$ cat config.mk
export PLATFORM = sky130hd
export DESIGN_NAME = stopwatch_counter
export DESIGN_NICKNAME = d
export VERILOG_FILES = /design/src/rtl/stopwatch_counter_pkg.sv /design/src/rtl/stopwatch_counter_digit.sv /design/src/rtl/stopwatch_counter.sv
export SDC_FILE = /design/constraint.sdc
export NUM_CORES = 1
export LEC_CHECK = 0
export BUFFER_PORTS_ARGS = -buffer_cell sky130_fd_sc_hd__clkbuf_2
export CORE_MARGIN = 2
export CORE_UTILIZATION = 30
export CTS_CLUSTER_DIAMETER = 50
export DETAILED_ROUTE_END_ITERATION = 16
export PLACE_DENSITY = 0.58
export SKIP_LAST_GASP = 1
export SYNTH_ARGS = -nofsm -noshare
export SYNTH_HDL_FRONTEND = slang
export SYNTH_SLANG_ARGS = --single-unit
export TNS_END_PERCENT = 1
$ cat constraint.sdc
create_clock -name clk -period 4.39 [get_ports clk]
set_input_delay 0.6585 -clock clk [delete_from_list [all_inputs] [get_ports clk]]
set_output_delay 0.6585 -clock clk [all_outputs]
set_load 0.02 [all_outputs]
$ cat src/rtl/stopwatch_counter_pkg.sv
// Shared types and limits for the MM:SS.cc stopwatch counter.
// Digits are plain BCD nibbles; the time bundle packs them MSD first.
package stopwatch_pkg;

   localparam int BCD_W        = 4;
   localparam int CS_MAX       = 9;
   localparam int SEC_TENS_MAX = 5;
   localparam int MIN_TENS_MAX = 5;

   typedef enum logic [1:0] {
      IDLE    = 2'd0,
      RUNNING = 2'd1,
      PAUSED  = 2'd2
   } state_t;

   typedef logic [BCD_W-1:0] bcd_t;

   typedef struct packed {
      bcd_t min_tens;
      bcd_t min_ones;
      bcd_t sec_tens;
      bcd_t sec_ones;
      bcd_t cs_tens;
      bcd_t cs_ones;
   } bcd_time_t;

   localparam bcd_time_t TIME_MAX = '{
      min_tens: bcd_t'(MIN_TENS_MAX),
      min_ones: bcd_t'(CS_MAX),
      sec_tens: bcd_t'(SEC_TENS_MAX),
      sec_ones: bcd_t'(CS_MAX),
      cs_tens:  bcd_t'(CS_MAX),
      cs_ones:  bcd_t'(CS_MAX)
   };

   // Value a digit takes after this edge, given its inc and carry.
   function automatic bcd_t bcd_next(bcd_t d, logic inc, logic carry);
      bcd_t r;
      r = d;
      if (inc) begin
         r = carry ? '0 : d + bcd_t'(1);
      end
      return r;
   endfunction

endpackage

$ cat src/rtl/stopwatch_counter_digit.sv
// One cascadable BCD digit with synchronous clear.
// carry is combinational so a whole rollover ripples in one cycle.
module bcd_digit
   import stopwatch_pkg::*;
#(
   parameter int MAX = CS_MAX
) (
   input  logic             clk,
   input  logic             rst,
   input  logic             clr,
   input  logic             inc,
   output logic [BCD_W-1:0] digit,
   output logic             carry
);

   localparam bcd_t MAXV = bcd_t'(MAX);

   assign carry = inc && (digit == MAXV);

   always_ff @(posedge clk or posedge rst) begin
      if (rst) begin
         digit <= '0;
      end else if (clr) begin
         digit <= '0;
      end else if (inc) begin
         digit <= carry ? '0 : digit + bcd_t'(1);
      end
   end

endmodule

$ cat src/rtl/stopwatch_counter.sv
// Centisecond stopwatch: BCD MM:SS.cc counter with run/pause,
// lap freeze and wrap-or-saturate at 59:59.99.
module stopwatch_counter
   import stopwatch_pkg::*;
#(
   parameter bit WRAP_EN = 1'b1
) (
   input  logic             clk,
   input  logic             rst,
   input  logic             tick,
   input  logic             start_stop,
   input  logic             clear,
   input  logic             lap,
   output logic [BCD_W-1:0] min_tens,
   output logic [BCD_W-1:0] min_ones,
   output logic [BCD_W-1:0] sec_tens,
   output logic [BCD_W-1:0] sec_ones,
   output logic [BCD_W-1:0] cs_tens,
   output logic [BCD_W-1:0] cs_ones,
   output logic             running,
   output logic             lap_hold,
   output logic             wrapped
);

   state_t    state;
   bcd_time_t cnt;
   bcd_time_t nxt;
   bcd_time_t disp;

   bcd_t d_mt, d_mo, d_st, d_so, d_ct, d_co;
   logic [5:0] inc;
   logic [5:0] cy;

   logic tick_run;
   logic at_max;
   logic sat_hit;

   assign cnt = {d_mt, d_mo, d_st, d_so, d_ct, d_co};

   assign tick_run = tick && (state == RUNNING) && !clear;
   assign at_max   = (cnt == TIME_MAX);
   assign sat_hit  = tick_run && at_max && !WRAP_EN;

   // Saturating mode blocks the increment so no digit moves.
   assign inc = {cy[4:0], tick_run && !sat_hit};

   bcd_digit #(.MAX(CS_MAX)) u_cs_ones (
      .clk   (clk),
      .rst   (rst),
      .clr   (clear),
      .inc   (inc[0]),
      .digit (d_co),
      .carry (cy[0])
   );

   bcd_digit #(.MAX(CS_MAX)) u_cs_tens (
      .clk   (clk),
      .rst   (rst),
      .clr   (clear),
      .inc   (inc[1]),
      .digit (d_ct),
      .carry (cy[1])
   );

   bcd_digit #(.MAX(CS_MAX)) u_sec_ones (
      .clk   (clk),
      .rst   (rst),
      .clr   (clear),
      .inc   (inc[2]),
      .digit (d_so),
      .carry (cy[2])
   );

   bcd_digit #(.MAX(SEC_TENS_MAX)) u_sec_tens (
      .clk   (clk),
      .rst   (rst),
      .clr   (clear),
      .inc   (inc[3]),
      .digit (d_st),
      .carry (cy[3])
   );

   bcd_digit #(.MAX(CS_MAX)) u_min_ones (
      .clk   (clk),
      .rst   (rst),
      .clr   (clear),
      .inc   (inc[4]),
      .digit (d_mo),
      .carry (cy[4])
   );

   bcd_digit #(.MAX(MIN_TENS_MAX)) u_min_tens (
      .clk   (clk),
      .rst   (rst),
      .clr   (clear),
      .inc   (inc[5]),
      .digit (d_mt),
      .carry (cy[5])
   );

   always_comb begin
      nxt          = cnt;
      nxt.cs_ones  = bcd_next(d_co, inc[0], cy[0]);
      nxt.cs_tens  = bcd_next(d_ct, inc[1], cy[1]);
      nxt.sec_ones = bcd_next(d_so, inc[2], cy[2]);
      nxt.sec_tens = bcd_next(d_st, inc[3], cy[3]);
      nxt.min_ones = bcd_next(d_mo, inc[4], cy[4]);
      nxt.min_tens = bcd_next(d_mt, inc[5], cy[5]);
   end

   always_ff @(posedge clk or posedge rst) begin
      if (rst) begin
         state    <= IDLE;
         running  <= 1'b0;
         lap_hold <= 1'b0;
         wrapped  <= 1'b0;
         disp     <= '0;
      end else if (clear) begin
         state    <= IDLE;
         running  <= 1'b0;
         lap_hold <= 1'b0;
         wrapped  <= 1'b0;
         disp     <= '0;
      end else begin
         unique case (state)
            IDLE: begin
               if (start_stop) begin
                  state   <= RUNNING;
                  running <= 1'b1;
               end
            end
            RUNNING: begin
               if (start_stop || sat_hit) begin
                  state   <= PAUSED;
                  running <= 1'b0;
               end
            end
            PAUSED: begin
               if (start_stop) begin
                  state   <= RUNNING;
                  running <= 1'b1;
               end
            end
            default: begin
               state   <= IDLE;
               running <= 1'b0;
            end
         endcase

         // Carry out of the top digit only happens on a wrap.
         if (cy[5]) begin
            wrapped <= 1'b1;
         end

         if (lap) begin
            if (lap_hold) begin
               lap_hold <= 1'b0;
            end else if (state == RUNNING) begin
               lap_hold <= 1'b1;
            end
         end

         // Freezing captures this edge's count, including its tick.
         if (!lap_hold || lap) begin
            disp <= nxt;
         end
      end
   end

   assign min_tens = disp.min_tens;
   assign min_ones = disp.min_ones;
   assign sec_tens = disp.sec_tens;
   assign sec_ones = disp.sec_ones;
   assign cs_tens  = disp.cs_tens;
   assign cs_ones  = disp.cs_ones;

endmodule

==> reports/summary.txt <==
Nets: 321
Sink Count: 52
Sequential cell area: 1300 sq um
Post-synth EDFFs: 0
Postcts setup bufs: 0
Total chip power: 0.893 mW
Area Growth Syn to Fin: 14.5%
Clk_skew: 0.00780 ns
Largest net degree at the start of global routing: 53
Sequential area share after synthesis: 48.5%
Clk root buf: clkbuf_8
Worst R2R End: min_tens[3]$_DFFE_PP0P_
Core area: 8680 sq um
Drt drc: 0
Maximum VDD drop: 0.203 mV
RSZ-0062 raised after global routing: no
Tcrit/Tclk final: 57.0%
Worst Path Required: 4.62 ns
Final worst path period need: 2.50 ns
Initial Util: 30.9%
Main synth FF type: dfrtp_1
Fillers: 913
FF-to-FF setup slack: 1.89 ns
PostCTS Resize Cnt: 0
Worst-margin pin slew: 0.927 ns
Top-count cell post-synth: dfrtp_1
Hold Crit Start: sec_tens[0]$_DFFE_PP0P_
Clk_lat worst skew: 0.30 ns
Synth unique cells: 47
Critical path class: flip-flop to flip-flop
Worst R2R Start: u_cs_ones.digit[1]$_DFF_PP0_
Crit-path max FO: 14
Remaining Overflow, GRT: 0
Synth area leaders: dfrtp_1 (49%), ha_1 (5.6%), o21ai_0 (5.0%), nor2_1 (3.4%), nand2_1 (3.2%)
Max clock buf depth: 2
Max Cap Viol: 0
Area of the mapped netlist: 2680 sq um
CTS Hold Bufs: 0
Min-Delay Path Class: flip-flop to flip-flop
Hold Crit Depth: 2
CTS tree: yes
Synth top area share: 48.5%
IO Count: 33
Max Fclk: 0.400 GHz
Via count: 2154
Number of synthesized register bits: 52
Number of global-route vias before repair: 2066
Drt first-iter violations: 118
Multi-input gate area: 1280 sq um
Post-DRT Antenna Nets: 0
Initial antenna violation count: 0
Outcome: complete, no violations
Final Routed Wirelength: 6.15 mm
GR Util All Layers: 13.5%
Die height: 98.6 microns
Final setup TNS: 0 ns
Crit end category: flip-flop
DR pass1 iterations: 4
Worst Path Arrival: 2.73 ns
IO Port Bufs: 32
Yosys top cell by area: dfrtp_1
Die area: 9710 sq um
DP HPWL: 4.17 mm
Post-Syn Area per Cell: 9.68 sq um
Post-synth top cells: dfrtp_1 (52), o21ai_0 (27), nor2_1 (24), nand2_1 (23), a21oi_1 (16)
Worst slew margin: 37.7%
WHS Endpoint: sec_tens[0]$_DFFE_PP0P_
WL per Instance: 14.9 microns
Final setup violation count: 0
Leakage: 1.42 nW
Hold Violations, Final: 0
Cell count after placement: 404
Startpoint Class: flip-flop
Die X: 98.6 microns
Floorplan row count: 34
First-pass GRT wire length: 10.8 mm
Worst reg2reg path depth: 6
Final std cells w/o fill: 412
Final slew viol count: 0
Syn Nets: 295
H-tree depth: 2
Cts bufs inserted: 5
Ys Warns: 0
Clk slew on worst S/H paths: 0.09 ns
Syn Inst Count: 277
Share of post-route cells with drive strength above 1: 18.1%
Antenna diode count: 0
GPL Wtd Cong: 0.782
Synth async-reset ratio: 100%
Cell area power density: 291 nW/um^2
Avg Vias per Cell: 5.23
[per-layer routing]
layer | wire length (microns) | GRT usage [%]
met5 | 0 | 0
met4 | 61 | 2.85
met3 | 198 | 2.20
met2 | 2620 | 19.4
met1 | 3260 | 21.3
[sequential cells by signal, summed over array words and instances (netlist names)]
| name | flops |
|---|---|
| state | 1 |
| lap_hold | 1 |
| cs_ones | 4 |
| min_tens | 4 |
| cs_tens | 4 |
| u_sec_tens.digit | 4 |
| u_min_tens.digit | 4 |
| running | 1 |
| wrapped | 1 |
| u_cs_ones.digit | 4 |
| sec_tens | 4 |
| u_min_ones.digit | 4 |
| sec_ones | 4 |
| min_ones | 4 |
| u_sec_ones.digit | 4 |
| u_cs_tens.digit | 4 |
[critical path, cell delays in order (launching register included)]
cell,delay (ns)
dfrtp_1,0.43
inv_1,0.09
ha_1,0.20
nand3b_1,0.33
or3_1,0.61
or4b_1,0.58
a31oi_1,0.18
[kinds of logic after synthesis]
kind of cell | count (synthesis) | share of synthesized area (%)
and+or+nand+nor | 104 | 21.8
AOI/OAI and AO/OA | 70 | 15.9
DFF | 52 | 48.5
buffers and inverters | 28 | 3.96
adders and majority gates | 12 | 5.60
muxes | 9 | 3.59
xor gates and xnor gates | 2 | 0.653
[metrics by stage]
| step | hold WS [ns] | setup WS (ns) | util [%] | area [sq um] |
|---|---|---|---|---|
| 2_1_floorplan | 0.521 | 2.31 | - | 2680 |
| 3_3_place_gp | 0.467 | 1.78 | 33.9 | 2940 |
| 3_5_place_dp | 0.473 | 1.73 | 33.9 | 2940 |
| 4_1_cts | 0.495 | 1.89 | 35.4 | 3070 |
| 5_1_grt | 0.521 | 1.67 | 35.4 | 3070 |
| 6_report | 0.487 | 1.89 | 35.4 | 3070 |
[how the worst max path moves through the flow]
stage / start / endpoint / slack (ns)
after floorplan: clear / u_sec_tens.digit[3]$_DFF_PP0_ / 2.31
after global placement: clear / u_sec_tens.digit[3]$_DFF_PP0_ / 1.78
after detailed placement: clear / u_sec_tens.digit[3]$_DFF_PP0_ / 1.73
after CTS: u_cs_ones.digit[1]$_DFF_PP0_ / min_tens[3]$_DFFE_PP0P_ / 1.89
after global routing: u_cs_ones.digit[1]$_DFF_PP0_ / u_min_tens.digit[3]$_DFF_PP0_ / 1.67
final: u_cs_ones.digit[1]$_DFF_PP0_ / min_tens[3]$_DFFE_PP0P_ / 1.89
[where the power goes]
group          leakage, nW  switching, mW  internal, mW  total [mW]
registers            0.724        0.00420         0.483       0.487
logic                0.629         0.0349        0.0122      0.0471
clock network       0.0645          0.158         0.201       0.359
total                 1.42          0.197         0.696       0.893
[cell type report]
cell class                      count  area share, %
Timing Repair Buffer               35           5.95
Clock inverter                      1          0.978
Tap cell                          108           4.40
Multi-Input combinational cell    197           41.7
Inverter                           12           1.47
Clock buffer                        7           3.14
Sequential cell                    52           42.4
[cell usage in the layout, fill, tap and decap left out, drive strengths merged, types with 2 or more instances in the layout]
cell     n
or4      6
a32oi    2
inv     12
and3b    5
nand4    6
ha      12
mux2     5
nor4     4
o211ai   5
clkbuf  39
nand3   13
dfrtp   52
mux2i    4
a21oi   16
o31ai    2
o21ai   27
a22oi    2
nand3b   6
nand2   23
buf      3
nor2    24
nor3     7
o311ai   2
a31oi    6
No activity file was read; power rests on OpenSTA's default activity.
